===== config.mk =====
export PLATFORM = sky130hd
export DESIGN_NAME = dnn_seq_ctrl
export DESIGN_NICKNAME = d
export VERILOG_FILES = /design/src/rtl/defines_pkg.sv /design/src/rtl/dnn_aggr_unit.sv /design/src/rtl/dnn_seq_ctrl.sv
export SDC_FILE = /design/constraint.sdc
export NUM_CORES = 1
export LEC_CHECK = 0
export BUFFER_PORTS_ARGS = -buffer_cell sky130_fd_sc_hd__buf_2
export CELL_PAD_IN_SITES_DETAIL_PLACEMENT = 1
export CELL_PAD_IN_SITES_GLOBAL_PLACEMENT = 1
export CORE_ASPECT_RATIO = 1.75
export CORE_MARGIN = 5
export CORE_UTILIZATION = 41
export DETAILED_ROUTE_END_ITERATION = 10
export GPL_ROUTABILITY_DRIVEN = 0
export PLACE_DENSITY_LB_ADDON = 0.1
export SYNTH_ARGS = -nofsm -noshare
export SYNTH_HDL_FRONTEND = slang
export SYNTH_SLANG_ARGS = --single-unit

===== constraint.sdc =====
create_clock -name clk -period 6.1 [get_ports clk]
set_input_delay 1.22 -clock clk [delete_from_list [all_inputs] [get_ports clk]]
set_output_delay 1.22 -clock clk [all_outputs]
set_load 0.01 [all_outputs]

===== src/rtl/defines_pkg.sv =====
`default_nettype none
// ============================================================================
//  Module      : defines_pkg
//  Description : Shared types and widths for the dnn sequencer/aggregator
//                slice: datapath mode encoding, sequencer states and the
//                ReLU / aggregate / output operand widths.
//  Revision    : 1.0  initial release
// ============================================================================
package defines_pkg;

   localparam int RELU_W = 13;   // datapath ReLU activation width (non-negative)
   localparam int AGGR_W = 15;   // aggregate operand width
   localparam int OUT_W  = 21;   // datapath output width
   localparam int X_W    = 7;    // signed input element width

   // Datapath mode driven towards the shared dnn datapath
   typedef enum logic [2:0] {
      DNN_IDLE        = 3'd0,
      DNN0_DNN1_Y_OUT = 3'd1,
      DNN2_DNN3_Y_OUT = 3'd2,
      DNN_AGGR        = 3'd3,
      FINAL_OUT       = 3'd4
   } dnn_state_t;

   // Sequencer states
   typedef enum logic [2:0] {
      IDLE   = 3'd0,
      S_Y0   = 3'd1,
      S_Y1   = 3'd2,
      S_AGG  = 3'd3,
      S_OUT  = 3'd4,
      S_CAPT = 3'd5,
      S_HOLD = 3'd6
   } seq_state_t;

endpackage
`default_nettype wire


===== src/rtl/dnn_aggr_unit.sv =====
`default_nettype none
// ============================================================================
//  Module      : dnn_aggr_unit
//  Description : Combinational per-neuron aggregation over four lanes.
//                sum[k] = zext(a[k]) + zext(b[k])   (max 8190, cannot overflow)
//                mx[k]  = zext(max(a[k], b[k]))
//  Ports       : a, b   - four 13-bit non-negative activations per pass
//                sum,mx - four 15-bit aggregate operands each
//  Revision    : 1.0  initial release
// ============================================================================
module dnn_aggr_unit
   import defines_pkg::*;
(
   input  logic [3:0][RELU_W-1:0] a,
   input  logic [3:0][RELU_W-1:0] b,
   output logic [3:0][AGGR_W-1:0] sum,
   output logic [3:0][AGGR_W-1:0] mx
);

   generate
      for (genvar k = 0; k < 4; k++) begin : g_lane
         logic [AGGR_W-1:0] w_a;
         logic [AGGR_W-1:0] w_b;
         assign w_a    = {{(AGGR_W-RELU_W){1'b0}}, a[k]};
         assign w_b    = {{(AGGR_W-RELU_W){1'b0}}, b[k]};
         assign sum[k] = w_a + w_b;
         assign mx[k]  = (w_a >= w_b) ? w_a : w_b;
      end
   endgenerate

endmodule
`default_nettype wire


===== src/rtl/dnn_seq_ctrl.sv =====
`default_nettype none
// ============================================================================
//  Module      : dnn_seq_ctrl
//  Description : Sequencer/aggregator for the shared dnn datapath. Accepts a
//                sample (valid/ready), runs pass A and pass B, combines the
//                ReLU activations into sum/max aggregate operands, triggers
//                the final pass and returns four results (valid/ready).
//  Ports       : clk, rst              - clock, sync active-high reset
//                in_valid/in_ready     - sample handshake, x_in = {x3..x0}
//                x0..x3, wsel          - latched sample and weight bank
//                dnn_state             - datapath mode
//                y4..y7_relu           - datapath activations
//                y*_n0_aggr/y*_n1_aggr - sum / max aggregate operands
//                out*, out*_ready      - datapath results and flags
//                res_valid/res_ready   - result handshake, res* held results
//                seq_err, done_cnt     - sticky capture error, sample count
//  Revision    : 1.0  initial release
// ============================================================================
module dnn_seq_ctrl
   import defines_pkg::*;
#(
   parameter int CNT_W = 16
) (
   input  logic               clk,
   input  logic               rst,
   input  logic               in_valid,
   output logic               in_ready,
   input  logic [4*X_W-1:0]   x_in,
   output logic [X_W-1:0]     x0,
   output logic [X_W-1:0]     x1,
   output logic [X_W-1:0]     x2,
   output logic [X_W-1:0]     x3,
   output logic               wsel,
   output dnn_state_t         dnn_state,
   input  logic [RELU_W-1:0]  y4_relu,
   input  logic [RELU_W-1:0]  y5_relu,
   input  logic [RELU_W-1:0]  y6_relu,
   input  logic [RELU_W-1:0]  y7_relu,
   output logic [AGGR_W-1:0]  y4_n0_aggr,
   output logic [AGGR_W-1:0]  y5_n0_aggr,
   output logic [AGGR_W-1:0]  y6_n0_aggr,
   output logic [AGGR_W-1:0]  y7_n0_aggr,
   output logic [AGGR_W-1:0]  y4_n1_aggr,
   output logic [AGGR_W-1:0]  y5_n1_aggr,
   output logic [AGGR_W-1:0]  y6_n1_aggr,
   output logic [AGGR_W-1:0]  y7_n1_aggr,
   input  logic [OUT_W-1:0]   out0_n0,
   input  logic [OUT_W-1:0]   out1_n0,
   input  logic [OUT_W-1:0]   out0_n1,
   input  logic [OUT_W-1:0]   out1_n1,
   input  logic               out0_n0_ready,
   input  logic               out1_n0_ready,
   input  logic               out0_n1_ready,
   input  logic               out1_n1_ready,
   output logic               res_valid,
   input  logic               res_ready,
   output logic [OUT_W-1:0]   res0_n0,
   output logic [OUT_W-1:0]   res1_n0,
   output logic [OUT_W-1:0]   res0_n1,
   output logic [OUT_W-1:0]   res1_n1,
   output logic               seq_err,
   output logic [CNT_W-1:0]   done_cnt
);

   seq_state_t                r_state;
   seq_state_t                w_next;
   logic [4*X_W-1:0]          r_x;
   logic [3:0][RELU_W-1:0]    r_a;       // pass A activations
   logic [3:0][AGGR_W-1:0]    r_n0;
   logic [3:0][AGGR_W-1:0]    r_n1;
   logic [3:0][OUT_W-1:0]     r_res;
   logic                      r_res_valid;
   logic                      r_err;
   logic [CNT_W-1:0]          r_done;
   logic [3:0][RELU_W-1:0]    w_relu;
   logic [3:0][AGGR_W-1:0]    w_sum;
   logic [3:0][AGGR_W-1:0]    w_max;
   logic                      w_all_ready;

   assign w_relu      = {y7_relu, y6_relu, y5_relu, y4_relu};
   assign w_all_ready = out0_n0_ready & out1_n0_ready & out0_n1_ready & out1_n1_ready;

   // While in S_AGG the relu inputs carry pass B; pass A sits in r_a.
   dnn_aggr_unit u_aggr (
      .a   (r_a),
      .b   (w_relu),
      .sum (w_sum),
      .mx  (w_max)
   );

   always_comb begin
      w_next = r_state;
      case (r_state)
         IDLE:    if (in_valid) w_next = S_Y0;
         S_Y0:    w_next = S_Y1;
         S_Y1:    w_next = S_AGG;
         S_AGG:   w_next = S_OUT;
         S_OUT:   w_next = S_CAPT;
         S_CAPT:  w_next = S_HOLD;
         S_HOLD:  if (res_ready) w_next = IDLE;
         default: w_next = IDLE;
      endcase
   end

   // Datapath mode and weight bank are pure decodes of the sequencer state.
   always_comb begin
      dnn_state = DNN_IDLE;
      case (r_state)
         S_Y0:    dnn_state = DNN0_DNN1_Y_OUT;
         S_Y1:    dnn_state = DNN2_DNN3_Y_OUT;
         S_AGG:   dnn_state = DNN_AGGR;
         S_OUT:   dnn_state = FINAL_OUT;
         default: dnn_state = DNN_IDLE;
      endcase
   end

   assign wsel     = (r_state == S_Y1) || (r_state == S_AGG);
   assign in_ready = (r_state == IDLE);

   always_ff @(posedge clk) begin
      if (rst) begin
         r_state     <= IDLE;
         r_x         <= '0;
         r_a         <= '0;
         r_n0        <= '0;
         r_n1        <= '0;
         r_res       <= '0;
         r_res_valid <= 1'b0;
         r_err       <= 1'b0;
         r_done      <= '0;
      end else begin
         r_state <= w_next;
         if (r_state == IDLE && in_valid)
            r_x <= x_in;
         if (r_state == S_Y1)
            r_a <= w_relu;
         if (r_state == S_AGG) begin
            r_n0 <= w_sum;
            r_n1 <= w_max;
         end
         // Datapath outputs settle on the negedge inside S_CAPT.
         if (r_state == S_CAPT) begin
            r_res       <= {out1_n1, out0_n1, out1_n0, out0_n0};
            r_res_valid <= 1'b1;
            r_done      <= r_done + {{(CNT_W-1){1'b0}}, 1'b1};
            if (!w_all_ready)
               r_err <= 1'b1;
         end else if (r_state == S_HOLD && res_ready) begin
            r_res_valid <= 1'b0;
         end
      end
   end

   assign x0 = r_x[0*X_W +: X_W];
   assign x1 = r_x[1*X_W +: X_W];
   assign x2 = r_x[2*X_W +: X_W];
   assign x3 = r_x[3*X_W +: X_W];

   assign y4_n0_aggr = r_n0[0];
   assign y5_n0_aggr = r_n0[1];
   assign y6_n0_aggr = r_n0[2];
   assign y7_n0_aggr = r_n0[3];
   assign y4_n1_aggr = r_n1[0];
   assign y5_n1_aggr = r_n1[1];
   assign y6_n1_aggr = r_n1[2];
   assign y7_n1_aggr = r_n1[3];

   assign res0_n0   = r_res[0];
   assign res1_n0   = r_res[1];
   assign res0_n1   = r_res[2];
   assign res1_n1   = r_res[3];
   assign res_valid = r_res_valid;
   assign seq_err   = r_err;
   assign done_cnt  = r_done;

endmodule
`default_nettype wire


# Yosys cells after proc, flatten, opt, wreduce, memory -nomap -nowiden
# Index checks and enable logic that the tools add are counted.
[op_classes]
n_lt_le_gt_ge = 4
muxes = 10
n_eq_ne = 8
reduce_logical = 7
bitwise = 4
add_sub_neg = 5
[op_table]
columns = ["operator", "count"]
rows = [
  ["adder 13 x 13 -> 14 bit", 4],
  [">= comparator 13 bit", 4],
  ["2-to-1 mux 13 bit", 4],
  ["case mux 3 bit (7 select lines)", 1],
  ["adder 16 x 1 -> 16 bit, second input constant", 1],
  ["case mux 3 bit (4 select lines)", 1],
  ["equality test 3 bit, second input constant", 3],
  ["equality test 3 x 2 -> 1 bit, second input constant", 2],
  ["2-to-1 mux 3 bit", 2],
  ["!= test 2 bit, second input constant", 2],
  ["AND reduction 2 bit", 2],
  ["bitwise AND 1 bit", 3],
  ["equality test 3 x 1 -> 1 bit, second input constant", 1],
  ["logical NOT 3 bit", 1],
  ["logical AND 1 bit", 2],
  ["2-to-1 mux 1 bit", 2],
  ["nonzero test 2 bit", 1],
  ["logical OR 1 bit", 1],
  ["inverter 1 bit", 1],
]
[word_totals]
out_inout_bits = 255
wordCells = 59
ff_bits = 305
inputBits = 172

# Logic depth before layout (Yosys ltp)
[depth]
word_depth = 5
ltp_mapped = 11
mapped_depth_nobuf = 9

# Hierarchy
# A second synthesis with hierarchy kept.
[hier_totals]
cells_unflattened = 2300
hier_area_um2 = 17035.1
[by_module_without_submodules]
columns = ["module", "area_per_inst_um2", "cells_each", "seq_area_each_um2", "n_inst"]
rows = [
  ["dnn_seq_ctrl", 10597.7, 1347, 6105.9, 1],
  ["dnn_aggr_unit", 6437.4, 953, 0.0, 1],
]

# Worst setup path before layout
# Ideal clock, no wire load.
[synth_path]
path_type = "input to register"
startpoint = "input port y4_relu[0]"
endpoint = "register r_n0, in the netlist y4_n0_aggr[12]"
required_ns = 6.014
cell_stages = 9
path_buffers = 0
setup_slack_ns = 2.974
arrival_ns = 3.040
path_cell_list = "ha_1 -> inv_1 -> fa_1 -> or2_0 -> a221oi_2 -> o21ba_2 -> a21oi_1 -> mux2_1 -> a211oi_1"
[synth_between]
elab_chain_len = 1
[synth_rtl]
columns = ["item", "line", "source"]
rows = [
  ["from (decl)", "dnn_seq_ctrl.sv:35", "input logic [RELU_W-1:0] y4_relu,"],
  ["adder 13 x 13 -> 14 bit", "dnn_aggr_unit.sv:26", "assign sum[k] = w_a + w_b;"],
  ["to (signal assigned)", "dnn_seq_ctrl.sv:138", "r_n0 <= w_sum;"],
  ["to (decl)", "dnn_seq_ctrl.sv:69", "logic [3:0][AGGR_W-1:0] r_n0;"],
]
# No other way between the ends.
# A chain may end at the register's enable or synchronous reset.

# Final worst setup path
[layout_path]
startpoint = "input port y7_relu[10]"
endpoint = "register r_n1, in the netlist y7_n1_aggr[12]"
[layout_between]
elab_chain_len = 2
[layout_rtl]
columns = ["item", "line", "source"]
rows = [
  ["from (decl)", "dnn_seq_ctrl.sv:38", "input logic [RELU_W-1:0] y7_relu,"],
  [">= comparator 13 bit", "dnn_aggr_unit.sv:27", "assign mx[k] = (w_a >= w_b) ? w_a : w_b;"],
  ["2-to-1 mux 13 bit", "dnn_aggr_unit.sv:27", ""],
  ["to (signal assigned)", "dnn_seq_ctrl.sv:139", "r_n1 <= w_max;"],
  ["to (decl)", "dnn_seq_ctrl.sv:70", "logic [3:0][AGGR_W-1:0] r_n1;"],
]
# No other way between the ends.

==> results.md <==
- The number of cells traversed by the worst hold path is 2.
- The most used flip-flop cell after synthesis is sky130_fd_sc_hd__dfxtp_1.
- The final sum of negative setup slack is 0 ns.
- The final-stage net count is 2519.
- The final count of pins violating max slew came to 0.
- In this run, synthesis produced a sequential element count of 293.
- No sink is reached through more buffers than the 3 on the longest clock path.
- The cell count after placement is 2677.
- After synthesis, the mean cell area works out to 7.91 sq um.
- The kind of start point of the critical path is a primary input.
- The number of gates resized after CTS was 0.
- The first global-routing pass estimated 82.3 mm of wire.
- The standard cell core area is 0.0361 sq mm.
- CTS placed an instance of sky130_fd_sc_hd__clkbuf_16 at the clock tree root.
- Counting instances in the post-synthesis netlist gives the leading cell types as 398 x sky130_fd_sc_hd__nand2_1, 293 x sky130_fd_sc_hd__dfxtp_1, 237 x sky130_fd_sc_hd__a21oi_1.
- The most frequent cell after synthesis is sky130_fd_sc_hd__nand2_1.
- The worst hold path startpoint is res1_n1[10].
- The CTS H-tree depth is 1.
- In the routed layout, each cell is associated on average with a via count of 5.34.
- For this run, the detailed router's first-pass iteration total came to 4.
- Power comes to 4.44 mW.
- The classification of the worst setup path is in2reg.
- Across every metal layer, demand over resource in global routing totals 0.245.
- The die covers 0.0407 sq mm.
- The worst-case IR drop observed on VDD is 0.222 mV.
- Entering global routing, the biggest net connects 100 pins.
- After layout, the worst setup slack is 2.75 ns.
- The number of design rule violations left after detail routing is 0.
- The placed wire-length estimate after detailed placement is 38.9 mm.
- The count of flip-flops with a built-in enable after synthesis is 0.
- The total vias in the final route is 14600.
- Of all nets on the critical path, the largest fanout is 27.
- During synthesis, Yosys emitted a total of 0 warnings.
- The capture endpoint of the worst hold path is res1_n1[10].
- For the pin with the worst max-slew slack, the measured transition is 1.09 ns.
- The iteration-0 DRC count of the detailed router is 521.
- The number of buffer cells added on primary ports is 414.
- The number of setup buffers added after CTS is 0.
- The initial antenna violation count is 10.
- The cell count after synthesis is 1901.
- Of the cells placed in the final design, the portion with a size suffix greater than 1 is 0.237.
- The final critical delay including setup and external delays is 3.35 ns.
- The worst slew margin relative to its limit is 0.272.
- The remaining global-route overflow is 0.
- The ratio of final minimum period to clock period is 0.549.
- The number of filler instances in the final layout is 4619.
- The class of the tightest hold or removal check is reg2reg.
- Of all cell types, the one taking the most synthesized area is sky130_fd_sc_hd__dfxtp_1.
- The post-detailed-route wirelength per cell is 19.0 microns.
- Between clock sinks in the finished design, the worst skew comes to 0.0100 ns.
- The depth of the most critical reg-to-reg path is 4.
- STA puts the critical path data arrival time at 3.80 ns.
- The analysis attributes to cell leakage a power of 8.11 nW.
- Once detail routing completed, the nets flagged for antenna violations numbered 0.
- The run finished with clean final reports.
- The endpoint kind of the worst setup timing path is a flip-flop.
- For this run, the number of standard cells in the final layout without fillers is 2737.
- For this block, the routed nets add up to 52.1 mm of wire.
- The I/O pin count is 427.
- The initialized floorplan defines 92 standard-cell rows.
- The end of the worst register-to-register path is y6_n1_aggr[11].
- Based on the critical path, the design can be clocked at up to 0.298 GHz.
- Across the run, the number of max-cap violations was 0.
- STA puts the critical path data required time at 6.55 ns.
- The TritonCTS clock tree is yes.
- The startpoint identified for the worst register-to-register timing path is r_state[0].
- The number of global-route vias before repair is 15200.
- Setup repair after global routing left no endpoint under its margin.
- Of all flip-flops after synthesis, the portion carrying an async set or reset was 0.
- The initial utilization of the core area, before any placement, comes to 0.416.
- The synthesis-to-finish area growth is 21.1%.
- The final hold violation count was 0.
- Of the post-synthesis cell area, the dominant cell type holds 0.390.
- The number of CTS-inserted buffers is 29.
- The number of hold buffers added after CTS was 0.
- At the placement stage, the worst setup path has a slack of 2.21 ns.
- The reg2reg setup slack is 2.82 ns.
- Dividing total power by cell area gives a power density of 244 mW/mm^2.
- Setup violations remaining at the end of the flow were counted as 0.
- The synthesized netlist occupies a cell area of 0.0150 sq mm.
- The number of distinct standard cells referenced by the synthesized netlist is 73.
- The utilization after layout is 0.503.
- The floorplan step set the die width to 155 microns.
- For the worst-skew pair, the clock arrives at the later sink with an insertion delay of 0.56 ns.
- For this run, the register share of the synthesized area comes to 0.390.
- The die is 263 microns tall.
- Clock-pin slew was measured on the worst setup and hold paths at 0.06 ns.
- The clock net in this run drives a total of 293 sinks.
- Yosys attributes the largest share of cell area to sky130_fd_sc_hd__dfxtp_1 39%, sky130_fd_sc_hd__nand2_1 9.9%, sky130_fd_sc_hd__ha_1 8.7%, sky130_fd_sc_hd__a21oi_1 7.9%, sky130_fd_sc_hd__nor2_1 5.0%.
[state kept, by name (all words and copies together) (netlist names), 14 cells and up]
register    flops
r_x            28
y6_n0_aggr     14
res1_n0        21
r_a            52
res0_n0        21
res0_n1        21
y7_n0_aggr     14
res1_n1        21
y4_n0_aggr     14
done_cnt       16
y5_n0_aggr     14
[cell type report]
type                    count  area [sq um]  share of cell area
diodes                      8          20.0             0.00110
clock buffers              40           817              0.0449
clock inverters            12          96.3             0.00529
inverters                  89           334              0.0184
multi-input cells        1398          8300               0.456
flip-flops and latches    293          5870               0.322
well taps                 470           588              0.0323
repair buffers            427          2180               0.120
[how the worst max path moves through the flow]
stage / start / end / slack, ns / cells after the start
after floorplan: y4_relu[0] / y4_n0_aggr[12] / 2.97 / 9
after CTS: y7_relu[10] / y7_n1_aggr[12] / 2.78 / 7
after global placement: y7_relu[10] / y7_n1_aggr[9] / 2.25 / 7
final: y7_relu[10] / y7_n1_aggr[12] / 2.75 / 7
after global routing: r_state[0] / y6_n1_aggr[1] / 2.53 / 4
after detailed placement: y7_relu[10] / y7_n1_aggr[3] / 2.21 / 7
[critical path, cell delays in order]
cell	delay [ns]
sky130_fd_sc_hd__buf_2	0.13
sky130_fd_sc_hd__inv_1	0.05
sky130_fd_sc_hd__ha_1	0.39
sky130_fd_sc_hd__a21oi_1	0.17
sky130_fd_sc_hd__o21a_1	0.70
sky130_fd_sc_hd__nand3_1	0.64
sky130_fd_sc_hd__o221a_2	0.49
[cells in the final DEF (no fill, tap or decap), drive strengths merged, types with 4 or more instances in the layout]
cell type	instances
buf	426
nand2	398
dfxtp	293
a21oi	240
nor2	200
ha	105
inv	91
a211oi	79
o21ai	48
nor3	42
clkbuf	41
xnor2	37
o221a	26
or3	17
nand2b	17
o211ai	15
nor2b	14
xor2	13
mux2i	13
conb	12
o21bai	11
a221oi	10
nand3	9
o21a	9
clkinv	9
diode	8
a2111oi	8
o31ai	5
nor3b	5
o41ai	5
and3	4
a21o	4
fa	4
nand4	4
o311ai	4
[per-stage QoR]
| stage | area, sq um | hold slack [ns] |
|---|---|---|
| final | 18200 | 0.450 |
| after global routing | 18200 | 0.468 |
| after CTS | 18200 | 0.454 |
| after detailed placement | 17300 | 0.445 |
| after global placement | 17300 | 0.438 |
| after floorplan | 15100 | 0.465 |
[metal layers]
layer / part of all wire / up-vias / global-route usage / routed length, microns
li1: - / 7112 / - / -
met1: 0.38 / 6997 / 0.268 / 19700
met2: 0.52 / 373 / 0.452 / 27100
met3: 0.052 / 119 / 0.0424 / 2690
met4: 0.049 / 4 / 0.117 / 2580
met5: 0.00052 / - / 0 / 27
[cells by family after synthesis]
kind of cell               after synthesis  share of synthesized area
and+or+nand+nor                        731                      0.204
AOI/OAI and AO/OA                      482                      0.213
DFF                                    293                      0.390
buffers and inverters                  221                     0.0617
adders and majority gates              109                     0.0927
xor gates and xnor gates                50                     0.0291
muxes                                   14                    0.00941
other                                    1                   0.000250
[power by group]
part / total (mW) / leakage, nW / switching, mW / internal [mW]
Sequential: 2.03 / 2.37 / 0.0532 / 1.97
Combinational: 0.658 / 5.28 / 0.412 / 0.246
Clock: 1.76 / 0.459 / 0.779 / 0.978
Total: 4.44 / 8.11 / 1.24 / 3.20
Note: power is estimated with default switching activity, not from simulation.
